===== src/rtl/mesh_nic.sv =====
// Network interface between a processing element and a mesh router PE port.
// Optional MESH_NIC_STATS_EN adds 16-bit rx/tx packet counters in status bits [31:16].
module mesh_nic #(
  parameter int DATA_WIDTH = 64,
  parameter int VC_BIT     = 63
) (
  input  logic                  clk,
  input  logic                  reset,
  input  logic [1:0]            addr,
  input  logic [DATA_WIDTH-1:0] d_in,
  output logic [DATA_WIDTH-1:0] d_out,
  input  logic                  nicEn,
  input  logic                  nicWrEn,
  input  logic                  net_si,
  input  logic                  net_ri,
  input  logic [DATA_WIDTH-1:0] net_di,
  output logic                  net_so,
  output logic                  net_ro,
  output logic [DATA_WIDTH-1:0] net_do,
  input  logic                  net_polarity
);

  typedef enum logic [1:0] {
    REG_IN_BUF   = 2'd0,
    REG_IN_STAT  = 2'd1,
    REG_OUT_BUF  = 2'd2,
    REG_OUT_STAT = 2'd3
  } reg_sel_e;

  reg_sel_e              sel;
  logic [DATA_WIDTH-1:0] in_buf;
  logic [DATA_WIDTH-1:0] out_buf;
  logic                  in_full;
  logic                  out_full;
  logic                  rd_clear;
  logic                  wr_out;
  logic                  eject;
  logic [15:0]           rx_stat;
  logic [15:0]           tx_stat;

  assign sel = reg_sel_e'(addr);

  assign net_ro = ~in_full;
  assign net_do = out_buf;
  // Packets only leave on cycles whose polarity matches their VC.
  assign net_so = out_full & net_ri & (out_buf[VC_BIT] == net_polarity);

  assign rd_clear = nicEn & ~nicWrEn & (sel == REG_IN_BUF) & in_full;
  assign wr_out   = nicEn & nicWrEn & (sel == REG_OUT_BUF) & ~out_full;
  assign eject    = net_si & ~in_full;

  always_ff @(posedge clk) begin
    if (reset) begin
      in_buf   <= '0;
      in_full  <= 1'b0;
      out_buf  <= '0;
      out_full <= 1'b0;
    end else begin
      if (eject) begin
        in_buf  <= net_di;
        in_full <= 1'b1;
      end else if (rd_clear) begin
        in_full <= 1'b0;
      end
      // A write in the injecting cycle sees out_full=1 and is dropped.
      if (wr_out) begin
        out_buf  <= d_in;
        out_full <= 1'b1;
      end else if (net_so) begin
        out_full <= 1'b0;
      end
    end
  end

`ifdef MESH_NIC_STATS_EN
  logic [15:0] rx_cnt;
  logic [15:0] tx_cnt;

  always_ff @(posedge clk) begin
    if (reset) begin
      rx_cnt <= '0;
      tx_cnt <= '0;
    end else begin
      if (eject)  rx_cnt <= rx_cnt + 16'd1;
      if (net_so) tx_cnt <= tx_cnt + 16'd1;
    end
  end

  assign rx_stat = rx_cnt;
  assign tx_stat = tx_cnt;
`else
  assign rx_stat = '0;
  assign tx_stat = '0;
`endif

  always_comb begin
    d_out = '0;
    if (nicEn && !nicWrEn) begin
      unique case (sel)
        REG_IN_BUF:   d_out = in_buf;
        REG_IN_STAT:  begin
          d_out[0]     = in_full;
          d_out[31:16] = rx_stat;
        end
        REG_OUT_BUF:  d_out = out_buf;
        REG_OUT_STAT: begin
          d_out[0]     = out_full;
          d_out[31:16] = tx_stat;
        end
        default:      d_out = '0;
      endcase
    end
  end

endmodule


===== config.mk =====
export PLATFORM = sky130hd
export DESIGN_NAME = mesh_nic
export DESIGN_NICKNAME = d
export VERILOG_FILES = /design/src/rtl/mesh_nic.sv
export SDC_FILE = /design/constraint.sdc
export NUM_CORES = 1
export LEC_CHECK = 0
export ABC_AREA = 1
export BUFFER_PORTS_ARGS = -buffer_cell sky130_fd_sc_hd__buf_2
export CORE_MARGIN = 2
export CORE_UTILIZATION = 42
export CTS_CLUSTER_DIAMETER = 120
export DETAILED_ROUTE_END_ITERATION = 16
export GPL_ROUTABILITY_DRIVEN = 0
export PLACE_DENSITY = 0.73
export SYNTH_ARGS = -nofsm -noshare
export SYNTH_HDL_FRONTEND = slang
export SYNTH_SLANG_ARGS = --single-unit

===== constraint.sdc =====
create_clock -name clk -period 1.15 [get_ports clk]
set_input_delay 0.0575 -clock clk [delete_from_list [all_inputs] [get_ports clk]]
set_output_delay 0.0575 -clock clk [all_outputs]
set_load 0.05 [all_outputs]

==> results of run 1 <==
through the flow:
| stage | worst slack [ns] | util [%] |
|---|---|---|
| after floorplan | -0.103 | - |
| after global placement | -0.0843 | 56.3 |
| after detailed placement | -0.114 | 56.3 |
| after CTS | -0.234 | 81.4 |
logic make-up after synthesis:
kind of cell,Yosys count,synth area share (%)
buffers and inverters,86,7.73
flip-flops,130,45.8
AND/OR/NAND/NOR,460,34.7
AO/OA/AOI/OAI,134,11.8
repair_timing:
action / in CTS
gates cloned: 12
pin swaps: 50
endpoints found under the setup margin: 111
hold endpoints to repair: 128
resized for setup: 300
hold buffers: 129
setup buffers: 17
==> key figures, run 1 <==
Outcome
  – Outcome: stopped before the end
  – Exit stage: global routing (5_1_grt)
  – First Err: [ERROR DPL-0038] Utilization greater than 100%, impossible to legalize

CTS
  – H-tree depth: 4
  – Root buf cell: clkbuf_16
  – Clock Path Buffers: 2
  – Total CTS buffers: 17
  – CTS sink count: 130

Floorplan
  – I/O pin cnt: 267
  – Die height: 120 um
  – Initial Utilization: 42.9%
  – Die Wd: 120 um
  – Row cnt: 42

Synth
  – Seq cells post-synth: 130
  – Asr flop ratio synth: 0%
  – Post-Syn Instances: 810
  – Post-synth EDFFs: 0
  – Post-Syn Area per Cell: 7.02 um^2
  – Unique cell type count in the Yosys netlist: 15
  – Synth top area cells: dfxtp_1 46%, nand3_1 17%, nand2_1 9.0%
  – Top FF cell, synth: dfxtp_1
  – Post-synth top cells: 192 x nand3_1, 136 x nand2_1, 130 x dfxtp_1, 130 x nor2_1, 68 x a21oi_1
  – Synth area leader: dfxtp_1
  – Synth Net Count: 947
  – Top-area cell type share of the netlist area: 45.8%
  – Seq/Total Area, Yosys: 45.8%
  – Mapped Area: 5680 um^2
  – Most common cell in the netlist: nand3_1
  – Synth Warn #: 0

STA
  – Worst endpoint type: output port
  – GRT worst endpoint: d_out[0]

Place
  – Placed cells: 1214
  – Post-placement cell area: 7460 um^2
  – Port bufs: 266
  – Dpl hpwl: 13000 um

Global route
  – Pin count of the biggest net entering global routing: 65
==> run 2: changes to the inputs <==
--- a/config.mk
+++ b/config.mk
@@ -8,11 +8,10 @@
 export ABC_AREA = 1
 export BUFFER_PORTS_ARGS = -buffer_cell sky130_fd_sc_hd__buf_2
 export CORE_MARGIN = 2
-export CORE_UTILIZATION = 42
-export CTS_CLUSTER_DIAMETER = 120
+export CORE_UTILIZATION = 40
 export DETAILED_ROUTE_END_ITERATION = 16
 export GPL_ROUTABILITY_DRIVEN = 0
-export PLACE_DENSITY = 0.73
+export PLACE_DENSITY_LB_ADDON = 0.15
 export SYNTH_ARGS = -nofsm -noshare
 export SYNTH_HDL_FRONTEND = slang
 export SYNTH_SLANG_ARGS = --single-unit
==> constraint.sdc (replaced) <==
create_clock -name clk -period 1.5 [get_ports clk]
set_input_delay 0.075 -clock clk [delete_from_list [all_inputs] [get_ports clk]]
set_output_delay 0.075 -clock clk [all_outputs]
set_load 0.05 [all_outputs]
==> run 2 against run 1 <==
Synthesized cell count unchanged. The run now ends clean. Area after synthesis unchanged.
==> key figures, run 2 <==
STA
  – Setup violations, final: 0
  – Tcrit/Tclk final: 96.3%
  – Fmax: 692 MHz
  – Hold slack: 0.118 ns
  – Final min period: 1.45 ns
  – Final Worst Setup Slack: 0.0548 ns
  – Worst-Margin Slew: 0.429 ns
  – Slew Limit Headroom: 71.4%
  – Post-Route Skew: 0.00588 ns
  – Setup TNS: 0 ns
  – Hold Violations, Final: 0
  – RSZ-0062 raised after global routing: false
  – Slew Viols, Final: 0

Global route
  – Vias in the first global route: 6623
  – Grt total ovfl: 0
  – All-Layer GR Usage: 27.0%
  – Initial antenna violation count: 0
  – Global-route wire length before repair: 32000 um
  – Pin count of the biggest net entering global routing: 61

Power
  – VDD IR max: 804 uV
  – Lkg Pwr: 4.41 nW
  – Power density over the cells: 1080 nW/um^2
  – Pwr Total: 9.84 mW

Final layout
  – Most common cell after layout, fill and taps aside: buf_2
  – # fillers: 1203
  – # diodes: 0
  – Final Core Density: 65.9%
  – Share of layout cells above drive strength 1: 28.1%
  – Layout Nets: 1313
  – Most frequent cells in the layout: 264 x buf_2, 192 x nand3_1, 134 x nand2_1
  – Area Overhead vs Synth: 61.0%

Floorplan
  – I/O pin cnt: 267
  – Die Wd: 123 um
  – Core area: 13900 um^2
  – Die height: 123 um
  – Row cnt: 43
  – Initial Utilization: 41.0%
  – Die area: 15200 um^2

Setup path
  – Worst path top cell family by delay: buffers and inverters
  – RR Startpoint: out_full
  – CP Capture Type: output port
  – WP data required: 1.42 ns
  – CP Launch Type: flop
  – Crit path buf inv count: 3
  – Crit-path max FO: 3
  – Crit Path Class: flop to output port
  – Crit-path slowest cell: dfxtp_2
  – Reg2Reg Capture Point: net_do[56]
  – Cell chain of the critical path: buf_4, nand3_1, o21ai_1, inv_1, a21oi_2, buf_6
  – Arrival time worst endpoint: 1.37 ns
  – Slowest cell delay on critical path: 0.32 ns
  – Worst Reg-to-Reg Cells: 5
  – Flop2flop setup slack: 0.19 ns

Hold path
  – Hold Startpoint: net_ri
  – Hold Crit Class: input pin to flop
  – Min-Delay Endpoint: out_full
  – Hold Crit Depth: 6

Synth
  – Seq cells post-synth: 130
  – Synth area leader: dfxtp_1
  – Mapped Area: 5680 um^2
  – Seq/Total Area, Yosys: 45.8%
  – Unique cell type count in the Yosys netlist: 15
  – Synth Warn #: 0
  – Top-area cell type share of the netlist area: 45.8%
  – Post-Syn Instances: 810
  – Post-synth top cells: 192 x nand3_1, 136 x nand2_1, 130 x dfxtp_1, 130 x nor2_1, 68 x a21oi_1
  – Synth top area cells: dfxtp_1 46%, nand3_1 17%, nand2_1 9.0%
  – Post-synth EDFFs: 0
  – Asr flop ratio synth: 0%
  – Most common cell in the netlist: nand3_1
  – Top FF cell, synth: dfxtp_1
  – Post-Syn Area per Cell: 7.02 um^2
  – Synth Net Count: 947

Flow run
  – Max_cap viols: 0

CTS
  – CTS tree: done
  – H-tree depth: 4
  – Clk slew on worst S/H paths: 0.05 ns
  – Clk Latency, worst-skew pair: 0.42 ns
  – CTS sink count: 130
  – Clock Path Buffers: 2
  – Root buf cell: clkbuf_16
  – Total CTS buffers: 17

Drt
  – Drt drc: 0
  – DRT iter0 DRCs: 386
  – ANT nets after route: 0
  – Total Wirelength: 20700 um
  – Met3 WL: 1420 um
  – Uppermost layer routed: met4
  – Via density: 5.04
  – Drt wl/cell: 15.1 um
  – Via count: 6900
  – Met1 Wirelength: 8570 um
  – First drt pass iteration count: 5
  – Metal2 WL: 10200 um

Outcome
  – Outcome: finished, final reports clean

Place
  – Port bufs: 266
  – Dpl ws: 0.205 ns
  – Dpl hpwl: 12900 um
## run 2: cell counts after synthesis
No cell type changed its count.
## run 2: power breakdown
| part | leakage, nW | internal, mW | switching, mW |
|---|---|---|---|
| sequential | 1.07 | 3.64 | 0.107 |
| combinational | 3.02 | 0.612 | 0.835 |
| clock | 0.321 | 3.15 | 1.50 |
| total | 4.41 | 7.40 | 2.44 |
## run 2: layout make-up
type | count | area [um^2] | share of cell area [%]
repair buffers | 421 | 2940 | 32.1
multi-input cells | 594 | 2680 | 29.3
flip-flops and latches | 130 | 2600 | 28.5
clock buffers | 21 | 450 | 4.92
well taps | 180 | 225 | 2.46
clock inverters | 11 | 208 | 2.27
inverters | 12 | 45.0 | 0.492
## run 2: per-layer routing
| layer | global-route usage [%] | vias to the layer above |
|---|---|---|
| li1 | - | 3431 |
| met1 | 31.6 | 3144 |
| met2 | 46.3 | 278 |
| met3 | 6.73 | 47 |
| met4 | 12.4 | 0 |
| met5 | 0 | - |
## run 2: worst min-delay path: cells and delay by family
family | cells | cell delay [ns]
buf+inv | 2 | 0.12
simple gates | 3 | 0.24
compound gates | 1 | 0.05
## run 2: worst max path at each step
stage | cells after the start | slack (ns) | start | to
floorplan | 2 | 0.14 | net_do[0] | d_out[0]
global placement | 8 | 0.22 | addr[1] | d_out[31]
detailed placement | 8 | 0.20 | addr[1] | d_out[32]
CTS | 6 | 0.03 | out_full | d_out[0]
global route | 5 | 0.0005 | net_do[63] | net_so
finish | 6 | 0.05 | out_full | d_out[0]
## run 2: repair_timing
| action | CTS | global route |
|---|---|---|
| hold endpoints to repair | 128 | 0 |
| gates cloned | 0 | 0 |
| hold buffers | 128 | 0 |
| buffers inserted | 1 | 0 |
| setup endpoints to repair | 2 | 2 |
| resized for setup | 4 | 2 |
## run 2: kinds of logic after synthesis
kind of cell	after synthesis	share of synthesized area, %
simple gates	460	34.7
compound gates	134	11.8
flops	130	45.8
buf+inv	86	7.73
## run 2: stage by stage
stage | std cells | instance area [um^2]
after floorplan | 810 | 5690
after global placement | 1208 | 7190
after detailed placement | 1208 | 7190
after CTS | 1369 | 9150
after global routing | 1369 | 9150
final | 1369 | 9150
Note: power is estimated with default switching activity, not from simulation.
==> run 3: changes to the inputs <==
--- a/config.mk
+++ b/config.mk
@@ -6,7 +6,7 @@
 export NUM_CORES = 1
 export LEC_CHECK = 0
 export ABC_AREA = 1
-export BUFFER_PORTS_ARGS = -buffer_cell sky130_fd_sc_hd__buf_2
+export BUFFER_PORTS_ARGS = -buffer_cell sky130_fd_sc_hd__buf_4
 export CORE_MARGIN = 2
 export CORE_UTILIZATION = 40
 export DETAILED_ROUTE_END_ITERATION = 16
==> run 3 against run 2 <==
Combinational power rose by 10%. Global-route usage rose by 0.11 points. Sequential cell count did not move. Via count rose by 0.29%. Die area did not move. Fmax rose by 3.9%. Final cell count fell by 0.22%. Routed wire length rose by 1.8%. Setup slack improved by 0.054 ns. Design area rose by 6.3%.
==> key figures, run 3 (same netlist as run 2, synthesis figures left out) <==
Power
  – Switching Fraction: 26.1%
  – Power density over the cells: 961 nW/um^2
  – Int Power: 6.91 mW
  – Clk pwr share: 42.8%
  – VDD IR max: 774 uV
  – Lkg Pwr: 4.47 nW
  – Logic pwr share: 17.1%
  – Net Switching: 2.44 mW
  – Power share of the sequential group: 40.1%

Floorplan
  – Die area: 15200 um^2
  – Core area: 13900 um^2
  – I/O pin cnt: 267
  – Initial Utilization: 41.0%
  – Die height: 123 um
  – Row cnt: 43
  – Die Wd: 123 um

STA
  – Slew Viols, Final: 0
  – Fmax: 719 MHz
  – Setup violations, final: 0
  – Tcrit/Tclk final: 92.7%
  – Slew Limit Headroom: 71.9%
  – Setup TNS: 0 ns
  – Worst-Margin Slew: 0.421 ns
  – Final min period: 1.39 ns
  – Post-Route Skew: 0.00886 ns
  – Hold Violations, Final: 0
  – RSZ-0062 raised after global routing: false

Setup path
  – Reg2Reg Capture Point: net_do[49]
  – Cell chain of the critical path: nand3_1, o21ai_1, inv_1, a21oi_2, buf_6
  – RR Startpoint: out_full
  – Crit-path slowest cell: dfxtp_4
  – Crit Path Class: flop to output port
  – Slowest cell delay on critical path: 0.38 ns
  – CP Launch Type: flop
  – Crit path buf inv count: 2
  – Arrival time worst endpoint: 1.32 ns
  – Worst path top cell family by delay: flip-flops
  – WP data required: 1.42 ns
  – Crit-path max FO: 4
  – CP Capture Type: output port
  – Flop2flop setup slack: 0.33 ns
  – Worst Reg-to-Reg Cells: 4

CTS
  – Clk slew on worst S/H paths: 0.05 ns
  – CTS tree: done
  – CTS sink count: 130
  – Root buf cell: clkbuf_16
  – H-tree depth: 4
  – Total CTS buffers: 17
  – Clk Latency, worst-skew pair: 0.42 ns
  – Clock Path Buffers: 2
  – Setup Buffers After CTS: 0

Hold path
  – Hold Crit Depth: 6
  – Min-Delay Endpoint: out_full
  – Hold Crit Class: input pin to flop
  – Hold Startpoint: net_ri

Global route
  – Vias in the first global route: 6563
  – Global-route wire length before repair: 32300 um
  – Pin count of the biggest net entering global routing: 75
  – Grt total ovfl: 0
  – Initial antenna violation count: 0
  – All-Layer GR Usage: 27.1%

Place
  – Post-placement cell area: 7860 um^2
  – Port bufs: 266
  – Dpl hpwl: 13000 um

Drt
  – Metal2 WL: 10200 um
  – Met3 WL: 1600 um
  – Via count: 6920
  – First drt pass iteration count: 5
  – Via density: 5.07
  – Drt wl/cell: 15.4 um
  – Total Wirelength: 21100 um
  – ANT nets after route: 0
  – DRT iter0 DRCs: 524
  – Uppermost layer routed: met4
  – Met1 Wirelength: 8670 um
  – Drt drc: 0

Final layout
  – Area Overhead vs Synth: 71.2%
  – Final Core Density: 70.1%
  – Most frequent cells in the layout: 277 x buf_4, 192 x nand3_1, 134 x nand2_1
  – Most common cell after layout, fill and taps aside: buf_4
  – # fillers: 1133
  – Multi-input logic area: 2680 um^2
  – # diodes: 0
  – Layout Nets: 1310
  – Final Instance Area: 9730 um^2
  – Share of layout cells above drive strength 1: 27.9%
  – Register area: 2610 um^2

Outcome
  – Outcome: finished, final reports clean

Flow run
  – Max_cap viols: 0
run 3: changes by cell type in the layout (fill, tap and decap cells not counted), moves of 2 or more:
cell and change:
bufinv_16 -4, buf_12 +2, buf_4 +259, buf_2 -264
run 3: stage by stage:
step / instances / total power [mW] / hold WS (ns) / worst slack, ns
after floorplan: 810 / 4.54 / 0.224 / 0.142
after global placement: 1205 / 5.11 / 0.293 / 0.267
after detailed placement: 1205 / 5.12 / 0.300 / 0.241
after CTS: 1366 / 9.40 / 0.0462 / 0.00880
after global routing: 1366 / 9.72 / 0.104 / 0.0249
final: 1366 / 9.35 / 0.0555 / 0.109
run 3: power groups by stage:
stage	combinational [mW]	sequential [mW]	clock, mW
5_1_grt	1.72	3.77	4.23
3_5_place_dp	1.30	3.82	0
3_3_place_gp	1.29	3.81	0
6_report	1.60	3.75	4.00
4_1_cts	1.58	3.75	4.07
2_1_floorplan	0.626	3.92	0
run 3: tightest hold or removal path: stages:
cell	delay [ns]
buf_4	0.07
nand2_1	0.04
inv_1	0.04
nand3_1	0.08
nand2_1	0.07
a21oi_1	0.05
run 3: timing repair:
| item | 4_1_cts | 5_1_grt |
|---|---|---|
| hold buffers | 129 | 0 |
| gates resized for setup | 1 | 4 |
| endpoints found under the hold margin | 128 | 0 |
| endpoints found under the setup margin | 1 | 1 |
run 3: worst max-delay path by stage:
| stage | from | endpoint | slack [ns] | depth (start not counted) |
|---|---|---|---|---|
| floorplan | net_do[0] | d_out[0] | 0.14 | 2 |
| global placement | addr[1] | d_out[27] | 0.27 | 7 |
| detailed placement | addr[1] | net_do[21] | 0.24 | 8 |
| CTS | in_full | d_out[0] | 0.009 | 5 |
| global route | out_full | d_out[0] | 0.02 | 5 |
| finish | out_full | d_out[0] | 0.11 | 5 |
run 3: final cells by class:
type,count,share of cell area [%]
clock buffers,22,4.77
multi-input cells,594,27.5
inverters,12,0.463
flip-flops and latches,130,26.8
repair buffers,418,37.0
well taps,180,2.31
clock inverters,10,1.12
run 3: layer usage:
metal / vias up / GRT usage, %
met5: - / 0
met4: 0 / 11.2
met3: 54 / 8.03
met2: 292 / 45.7
met1: 3144 / 32.1
li1: 3430 / -
